<file path="src/rtl/rtob_pkg.sv">
// Constants shared by the timed output queue: late-event policy encodings and sticky-error slot indices.
package rtob_pkg;

  localparam logic RTOB_LATE_DROP  = 1'b0;
  localparam logic RTOB_LATE_ISSUE = 1'b1;

  localparam int RTOB_ERR_OVF = 0;
  localparam int RTOB_ERR_TS  = 1;
  localparam int RTOB_ERR_ORD = 2;
  localparam int RTOB_ERR_NUM = 3;

endpackage

</file>
<file path="src/rtl/rtob_timed_queue_if.sv">
// Write handshake and dispatch bus of the timed output queue.
interface rtob_timed_queue_if #(
  parameter int DATA_LEN = 32,
  parameter int TS_LEN   = 64
);
  logic                in_valid;
  logic                in_ready;
  logic [TS_LEN-1:0]   in_timestamp;
  logic [DATA_LEN-1:0] in_data;
  logic                out_valid;
  logic                out_late;
  logic [TS_LEN-1:0]   out_timestamp;
  logic [DATA_LEN-1:0] out_data;

  modport master (
    output in_valid, in_timestamp, in_data,
    input  in_ready, out_valid, out_late, out_timestamp, out_data
  );

  modport slave (
    input  in_valid, in_timestamp, in_data,
    output in_ready, out_valid, out_late, out_timestamp, out_data
  );
endinterface

</file>
<file path="src/rtl/rtob_sync_fifo.sv">
// Single-clock first-word-fall-through FIFO: head visible the cycle after the write.
// Pushes when full and pops when empty are ignored; the caller owns backpressure.
module rtob_sync_fifo #(
  parameter int WIDTH    = 96,
  parameter int DEPTH    = 16,
  parameter int ADDR_LEN = $clog2(DEPTH)
) (
  input  logic                clk,
  input  logic                reset_n,
  input  logic                clear,
  input  logic                push,
  input  logic [WIDTH-1:0]    wr_dat,
  input  logic                pop,
  output logic [WIDTH-1:0]    rd_dat,
  output logic [ADDR_LEN:0]   level
);
  localparam logic [ADDR_LEN:0] LVL_MAX = (ADDR_LEN+1)'(DEPTH);

  logic [WIDTH-1:0]    mem [DEPTH];
  logic [ADDR_LEN-1:0] wr_ptr;
  logic [ADDR_LEN-1:0] rd_ptr;
  logic                push_ok;
  logic                pop_ok;

  assign push_ok = push && (level != LVL_MAX);
  assign pop_ok  = pop && (level != '0);
  assign rd_dat  = mem[rd_ptr];

  // Storage carries no reset so it can map onto RAM.
  always_ff @(posedge clk) begin
    if (push_ok) mem[wr_ptr] <= wr_dat;
  end

  always_ff @(posedge clk or negedge reset_n) begin
    if (!reset_n) begin
      wr_ptr <= '0;
      rd_ptr <= '0;
      level  <= '0;
    end else if (clear) begin
      wr_ptr <= '0;
      rd_ptr <= '0;
      level  <= '0;
    end else begin
      if (push_ok) wr_ptr <= wr_ptr + 1'b1;
      if (pop_ok)  rd_ptr <= rd_ptr + 1'b1;
      if (push_ok && !pop_ok)      level <= level + 1'b1;
      else if (!push_ok && pop_ok) level <= level - 1'b1;
    end
  end
endmodule

</file>
<file path="src/rtl/rtob_timed_queue.sv">
// Real-time output buffer: queues timestamped words and dispatches each one a cycle after the counter reaches it.
// in_ready drops at FULL_THRESHOLD from registered occupancy; late, out-of-order and overflowing entries raise sticky errors.
module rtob_timed_queue
  import rtob_pkg::*;
#(
  parameter int DATA_LEN       = 32,
  parameter int TS_LEN         = 64,
  parameter int DEPTH          = 16,
  parameter int ADDR_LEN       = $clog2(DEPTH),
  parameter int FULL_THRESHOLD = DEPTH - 2
) (
  input  logic                       clk,
  input  logic                       reset_n,
  input  logic                       flush,
  input  logic                       auto_start,
  input  logic                       late_mode,
  input  logic                       error_clear,
  input  logic [TS_LEN-1:0]          counter,
  rtob_timed_queue_if.slave          bus,
  output logic [ADDR_LEN:0]          level,
  output logic                       empty,
  output logic                       full,
  output logic                       overflow_error,
  output logic                       timestamp_error,
  output logic                       order_error,
  output logic [TS_LEN+DATA_LEN-1:0] overflow_error_data,
  output logic [TS_LEN+DATA_LEN-1:0] timestamp_error_data,
  output logic [TS_LEN+DATA_LEN-1:0] order_error_data
);
  typedef struct packed {
    logic [TS_LEN-1:0]   ts;
    logic [DATA_LEN-1:0] data;
  } rtob_entry_t;

  localparam logic [ADDR_LEN:0] FULL_LVL = (ADDR_LEN+1)'(FULL_THRESHOLD);

  rtob_entry_t             head;
  rtob_entry_t             in_entry;
  logic [TS_LEN-1:0]       last_ts;
  logic                    last_ts_vld;
  logic                    order_violation;
  logic                    accept;
  logic                    have_head;
  logic                    hit;
  logic                    late;
  logic                    pop;
  logic                    issue;
  logic [RTOB_ERR_NUM-1:0] err_evt;
  logic [RTOB_ERR_NUM-1:0] err_flag;
  rtob_entry_t             err_src [RTOB_ERR_NUM];
  rtob_entry_t             err_dat [RTOB_ERR_NUM];

  assign in_entry     = '{ts: bus.in_timestamp, data: bus.in_data};
  assign full         = (level >= FULL_LVL);
  assign empty        = (level == '0);
  assign bus.in_ready = !full;

  // Equal timestamps are legal; only a strictly earlier one breaks ordering.
  assign order_violation = last_ts_vld && (bus.in_timestamp < last_ts);
  assign accept          = bus.in_valid && bus.in_ready && !order_violation;

  rtob_sync_fifo #(
    .WIDTH    ($bits(rtob_entry_t)),
    .DEPTH    (DEPTH),
    .ADDR_LEN (ADDR_LEN)
  ) u_fifo (
    .clk     (clk),
    .reset_n (reset_n),
    .clear   (flush),
    .push    (accept),
    .wr_dat  (in_entry),
    .pop     (pop),
    .rd_dat  (head),
    .level   (level)
  );

  assign have_head = auto_start && !empty;
  assign hit       = have_head && (counter == head.ts);
  assign late      = have_head && (counter > head.ts);
  assign pop       = hit || late;
  assign issue     = hit || (late && (late_mode == RTOB_LATE_ISSUE));

  assign err_evt[RTOB_ERR_OVF] = bus.in_valid && !bus.in_ready;
  assign err_evt[RTOB_ERR_TS]  = late;
  assign err_evt[RTOB_ERR_ORD] = bus.in_valid && bus.in_ready && order_violation;
  assign err_src[RTOB_ERR_OVF] = in_entry;
  assign err_src[RTOB_ERR_TS]  = head;
  assign err_src[RTOB_ERR_ORD] = in_entry;

  always_ff @(posedge clk or negedge reset_n) begin
    if (!reset_n) begin
      last_ts     <= '0;
      last_ts_vld <= 1'b0;
    end else if (flush) begin
      last_ts     <= '0;
      last_ts_vld <= 1'b0;
    end else if (accept) begin
      last_ts     <= bus.in_timestamp;
      last_ts_vld <= 1'b1;
    end
  end

  // Dispatched entry is held on the bus until the next dispatch.
  always_ff @(posedge clk or negedge reset_n) begin
    if (!reset_n) begin
      bus.out_valid     <= 1'b0;
      bus.out_late      <= 1'b0;
      bus.out_timestamp <= '0;
      bus.out_data      <= '0;
    end else if (flush) begin
      bus.out_valid     <= 1'b0;
      bus.out_late      <= 1'b0;
      bus.out_timestamp <= '0;
      bus.out_data      <= '0;
    end else begin
      bus.out_valid <= issue;
      if (issue) begin
        bus.out_late      <= late;
        bus.out_timestamp <= head.ts;
        bus.out_data      <= head.data;
      end
    end
  end

  // Capture only the first offender; a new error beats a same-cycle clear.
  always_ff @(posedge clk or negedge reset_n) begin
    if (!reset_n) begin
      err_flag <= '0;
      for (int i = 0; i < RTOB_ERR_NUM; i++) err_dat[i] <= '0;
    end else if (flush) begin
      err_flag <= '0;
      for (int i = 0; i < RTOB_ERR_NUM; i++) err_dat[i] <= '0;
    end else begin
      for (int i = 0; i < RTOB_ERR_NUM; i++) begin
        if (err_evt[i]) begin
          err_flag[i] <= 1'b1;
          if (!err_flag[i] || error_clear) err_dat[i] <= err_src[i];
        end else if (error_clear) begin
          err_flag[i] <= 1'b0;
        end
      end
    end
  end

  assign overflow_error       = err_flag[RTOB_ERR_OVF];
  assign timestamp_error      = err_flag[RTOB_ERR_TS];
  assign order_error          = err_flag[RTOB_ERR_ORD];
  assign overflow_error_data  = err_dat[RTOB_ERR_OVF];
  assign timestamp_error_data = err_dat[RTOB_ERR_TS];
  assign order_error_data     = err_dat[RTOB_ERR_ORD];
endmodule

</file>
<file path="src/flat_wrapper.sv">
// flat-port wrapper written by rule: the top's interface ports become plain ports
module rtob_timed_queue_flat import rtob_pkg::*;
#(
  parameter int DATA_LEN       = 32,
  parameter int TS_LEN         = 64,
  parameter int DEPTH          = 16,
  parameter int ADDR_LEN       = $clog2(DEPTH),
  parameter int FULL_THRESHOLD = DEPTH - 2
)
  (clk, reset_n, flush, auto_start, late_mode, error_clear, counter, level, empty, full, overflow_error, timestamp_error, order_error, overflow_error_data, timestamp_error_data, order_error_data, bus_in_valid, bus_in_timestamp, bus_in_data, bus_in_ready, bus_out_valid, bus_out_late, bus_out_timestamp, bus_out_data);
  rtob_timed_queue_if #(.DATA_LEN(DATA_LEN), .TS_LEN(TS_LEN)) bus_i ();
  input  logic clk;
  input  logic reset_n;
  input  logic flush;
  input  logic auto_start;
  input  logic late_mode;
  input  logic error_clear;
  input  logic [TS_LEN-1:0] counter;
  output logic [ADDR_LEN:0] level;
  output logic empty;
  output logic full;
  output logic overflow_error;
  output logic timestamp_error;
  output logic order_error;
  output logic [TS_LEN+DATA_LEN-1:0] overflow_error_data;
  output logic [TS_LEN+DATA_LEN-1:0] timestamp_error_data;
  output logic [TS_LEN+DATA_LEN-1:0] order_error_data;
  input wire logic [$bits(bus_i.in_valid)-1:0] bus_in_valid;
  input wire logic [$bits(bus_i.in_timestamp)-1:0] bus_in_timestamp;
  input wire logic [$bits(bus_i.in_data)-1:0] bus_in_data;
  output wire logic [$bits(bus_i.in_ready)-1:0] bus_in_ready;
  output wire logic [$bits(bus_i.out_valid)-1:0] bus_out_valid;
  output wire logic [$bits(bus_i.out_late)-1:0] bus_out_late;
  output wire logic [$bits(bus_i.out_timestamp)-1:0] bus_out_timestamp;
  output wire logic [$bits(bus_i.out_data)-1:0] bus_out_data;
  assign bus_i.in_valid = bus_in_valid;
  assign bus_i.in_timestamp = bus_in_timestamp;
  assign bus_i.in_data = bus_in_data;
  assign bus_in_ready = bus_i.in_ready;
  assign bus_out_valid = bus_i.out_valid;
  assign bus_out_late = bus_i.out_late;
  assign bus_out_timestamp = bus_i.out_timestamp;
  assign bus_out_data = bus_i.out_data;
  rtob_timed_queue #(.DATA_LEN(DATA_LEN), .TS_LEN(TS_LEN), .DEPTH(DEPTH), .ADDR_LEN(ADDR_LEN), .FULL_THRESHOLD(FULL_THRESHOLD)) u_core (.clk(clk), .reset_n(reset_n), .flush(flush), .auto_start(auto_start), .late_mode(late_mode), .error_clear(error_clear), .counter(counter), .bus(bus_i), .level(level), .empty(empty), .full(full), .overflow_error(overflow_error), .timestamp_error(timestamp_error), .order_error(order_error), .overflow_error_data(overflow_error_data), .timestamp_error_data(timestamp_error_data), .order_error_data(order_error_data));
endmodule
</file>
<file path="config.mk">
export PLATFORM = sky130hd
export DESIGN_NAME = rtob_timed_queue_flat
export DESIGN_NICKNAME = d
export VERILOG_FILES = /design/src/rtl/rtob_pkg.sv /design/src/rtl/rtob_timed_queue_if.sv /design/src/rtl/rtob_sync_fifo.sv /design/src/rtl/rtob_timed_queue.sv /design/src/flat_wrapper.sv
export SDC_FILE = /design/constraint.sdc
export NUM_CORES = 2
export LEC_CHECK = 0
export CAP_MARGIN = 20
export CORE_ASPECT_RATIO = 1.2
export CORE_UTILIZATION = 42
export CTS_CLUSTER_DIAMETER = 200
export DETAILED_ROUTE_END_ITERATION = 8
export GPL_TIMING_DRIVEN = 0
export PLACE_DENSITY = 0.69
export SYNTH_ARGS = -nofsm -noshare
export SYNTH_HDL_FRONTEND = slang
export SYNTH_HIERARCHICAL = 1
export SYNTH_SLANG_ARGS = --single-unit
</file>
<file path="constraint.sdc">
create_clock -name clk -period 14.47 [get_ports clk]
set_clock_uncertainty 0.2 [all_clocks]
set_input_delay 3.6175 -clock clk [delete_from_list [all_inputs] [get_ports clk]]
set_output_delay 3.6175 -clock clk [all_outputs]
set_load 0.01 [all_outputs]
</file>
==> qor.csv <==
stage,metric,value,unit
status,run_status,finished clean,
sta,fin_crit_sh,67.9,%
layout,final_cell_mix,"edfxtp_1 (1536), clkdlybuf4s50_1 (562), nand2b_1 (551)",
yosys,yosys_warnings,6,
clock_network,htreeDepth,4,
drt,drtPass1Iterations,7,
clock_network,clockRootBuffer,clkbuf_16,
clock_network,clockBufferDepth,3,
worst_hold_path,hold_depth,2,
layout,layout_commonest_cell,edfxtp_1,
place,hpwl,162000,um
worst_hold_path,hold_class,register to register,
clock_network,cts.sinks,2003,
sta,timing.final.crit_period,9.82,ns
yosys,post_synth_instance_area,81800,um^2
layout,fillers,15400,
layout,nets,5580,
floorplanning,core-area,194000,um^2
yosys,syn_area_per_cell,18.7,um^2
floorplanning,die_x,405,um
floorplanning,pin_count,564,
sta,setup_viol,0,
grt,grt_usage,24.0,%
drt,finalWirelength,235000,um
sta,hold_ws,0.280,ns
pwr,p_leak,35.4,nW
sta,tns,0,ns
grt,overflow,0,
layout,final_core_util,51.4,%
yosys,ys_seq_area_share,70.7,%
layout,drive_above_1_share,18.9,%
layout,multiInputGateArea,22300,um^2
floorplanning,initial_core_util,42.2,%
critical_path,r2r_setup_slack,6.09,ns
place,port_buffers,563,
clock_network,clock_latency,0.87,ns
drt,antenna_left,0,
critical_path,path_class,primary input to register,
worst_hold_path,min_to,u_core/overflow_error_data[27],
floorplanning,num_rows,177,
sta,hold_viol,0,
drt,wire_per_inst,29.2,um
sta,rsz0062_at_grt,false,
clock_network,cts-buffers-inserted,196,
sta,max_freq,0.102,GHz
clock_network,ctsResizeCount,0,
critical_path,worst-path-max-fanout,18,
sta,worst_pin_slew,1.16,ns
critical_path,end_kind,register,
worst_hold_path,hold_path.startpoint,u_core/overflow_error_data[27],
drt,vias,45100,
pwr,power_density,156,nW/um^2
place,finalWeightedCongestion,0.821,
critical_path,rr_startpoint,u_core/u_fifo/rd_ptr[1],
layout,regArea,57800,um^2
grt,grt_first_pass_wirelength,334000,um
pwr,ir_worst_vdd,0.000126,V
grt,grt_pass1_vias,46600,
critical_path,start_kind,primary input,
grt,antenna_found_initial,23,
drt,via_per_inst,5.60,
yosys,synth_ff_type,edfxtp_1,
layout,finalNonFillerCells,8048,
clock_network,clk_pin_slew_worst_paths,0.06,ns
place,post-place-ws,3.77,ns
sta,relSlewSlack,22.6,%
clock_network,cts_setup_buffers,0,
clock_network,ctsHoldBuffers,0,
sta,setup_slack,4.65,ns
place,dp_cells,7669,
yosys,ys_ff_latch,2003,
yosys,syn-num-nets,4688,
floorplanning,die_h,486,um
yosys,syn_inst,4384,
critical_path,required,14.80,ns
yosys,synth.distinct_cells,64,
clock_network,cts_tree,done,
run,maxCapViolCount,0,
floorplanning,die-area,197000,um^2
sta,slew_viol_final,0,
drt,drtIter0Drc,4314,
yosys,async_flop_share,23.3,%
yosys,synth_edf_count,1536,
critical_path,r2r-end,u_core/u_fifo/level[4],
layout,syn_to_final_growth,21.7,%
drt,post-route-drc-count,0,
critical_path,crit_arrival,10.16,ns
critical_path,reg2reg_depth,23,
grt,grt_max_degree,111,
cells by family (layout without fill, tap and decap cells):
kind of cell / after synthesis / after routing / share of synthesized area [%]
buf+inv: 373 / 1435 / 2.24
mux: 838 / 838 / 17.6
flops: 2003 / 2003 / 70.7
fa+ha+maj: 137 / 137 / 2.10
compound gates: 234 / 234 / 1.73
simple gates: 792 / 792 / 5.61
other cells: 0 / 7 / 0
xor+xnor: 7 / 7 / 0.0749
where the power goes:
group          switching [mW]  total (mW)  internal, mW
Sequential              0.188        6.78          6.59
Combinational            1.93        3.65          1.72
Clock                    2.24        5.13          2.89
how the worst max path moves through the flow:
stage	startpoint	end	slack (ns)	cells past startpoint
4_1_cts	bus_in_timestamp[57]	u_core/u_fifo/mem[1][19]	4.67	17
5_1_grt	bus_in_timestamp[57]	u_core/u_fifo/mem[1][19]	4.34	17
6_report	bus_in_timestamp[63]	u_core/u_fifo/mem[1][23]	4.65	17
3_5_place_dp	bus_in_timestamp[57]	u_core/u_fifo/mem[1][19]	3.77	17
2_1_floorplan	bus_in_timestamp[63]	u_core/u_fifo/mem[2][0]	0.91	13
3_3_place_gp	reset_n	u_core/bus.out_timestamp[17]	-12.97	1
per-layer routing:
metal | vias up | track usage [%] | part of all wire (%)
li1 | 18800 | - | -
met1 | 23800 | 32.3 | 40
met2 | 2127 | 37.9 | 47
met3 | 316 | 6.88 | 11
met4 | 4 | 6.88 | 2.6
met5 | - | 0 | 0.011
final cells by class:
cell class,instances,share of cell area (%)
inverters,139,0.524
multi-input cells,2008,22.4
well taps,2595,3.26
repair buffers,694,7.91
plain buffers,234,1.33
flip-flops and latches,2003,58.1
clock buffers,261,5.29
diodes,7,0.0176
clock inverters,107,1.19
synthesized netlist by cell type (3+ instances only):
master | instances | area share [%]
a211oi_1 | 6 | 0.055
a21o_1 | 20 | 0.18
a21oi_1 | 49 | 0.30
a221oi_1 | 7 | 0.075
and3_1 | 3 | 0.023
and4_1 | 8 | 0.086
buf_1 | 14 | 0.064
buf_2 | 13 | 0.080
buf_4 | 37 | 0.34
buf_6 | 37 | 0.51
clkbuf_1 | 133 | 0.61
dfrtp_1 | 467 | 14
edfxtp_1 | 1536 | 56
ha_1 | 136 | 2.1
inv_1 | 137 | 0.63
mux2_1 | 3 | 0.041
mux2i_1 | 355 | 4.3
mux4_2 | 480 | 13
nand2_1 | 131 | 0.60
nand2b_1 | 551 | 4.2
nand3_1 | 14 | 0.086
nand4_1 | 19 | 0.15
nor2_1 | 38 | 0.17
nor2b_1 | 6 | 0.046
nor3_1 | 8 | 0.049
o211ai_1 | 4 | 0.037
o21ai_0 | 110 | 0.67
o21ai_1 | 9 | 0.055
or4_1 | 3 | 0.028
xnor2_1 | 3 | 0.032
xor2_1 | 4 | 0.043
per-stage QoR:
step / power (mW) / cell area, um^2
4_1_cts: 15.7 / 99500
6_report: 15.6 / 99500
2_1_floorplan: 9.03 / 81800
3_3_place_gp: 10.5 / 90700
3_5_place_dp: 10.6 / 93000
5_1_grt: 16.1 / 99500
flip-flops by register name, indices dropped and copies added, names as in the netlist, 3 cells and up:
name                         count
u_core/bus.out_data             32
u_core/bus.out_timestamp        64
u_core/err_flag                  3
u_core/last_ts                  64
u_core/order_error_data         96
u_core/overflow_error_data      96
u_core/timestamp_error_data     96
u_core/u_fifo/level              5
u_core/u_fifo/mem             1536
u_core/u_fifo/rd_ptr             4
u_core/u_fifo/wr_ptr             4
critical path, cell delays in order:
cell and delay (ns):
clkdlybuf4s50_1 0.80, ha_1 0.54, nand4_1 0.16, or4_1 0.65
nor4_4 0.48, a41oi_1 0.35, a21bo_1 0.25, buf_2 0.27
inv_2 0.34, inv_1 0.16, a21oi_1 0.47, nand2_1 0.36
nor3_2 0.84, buf_8 0.24, buf_8 0.17, buf_6 0.19
buf_6 0.19
Power figures use the tool's default switching activity.
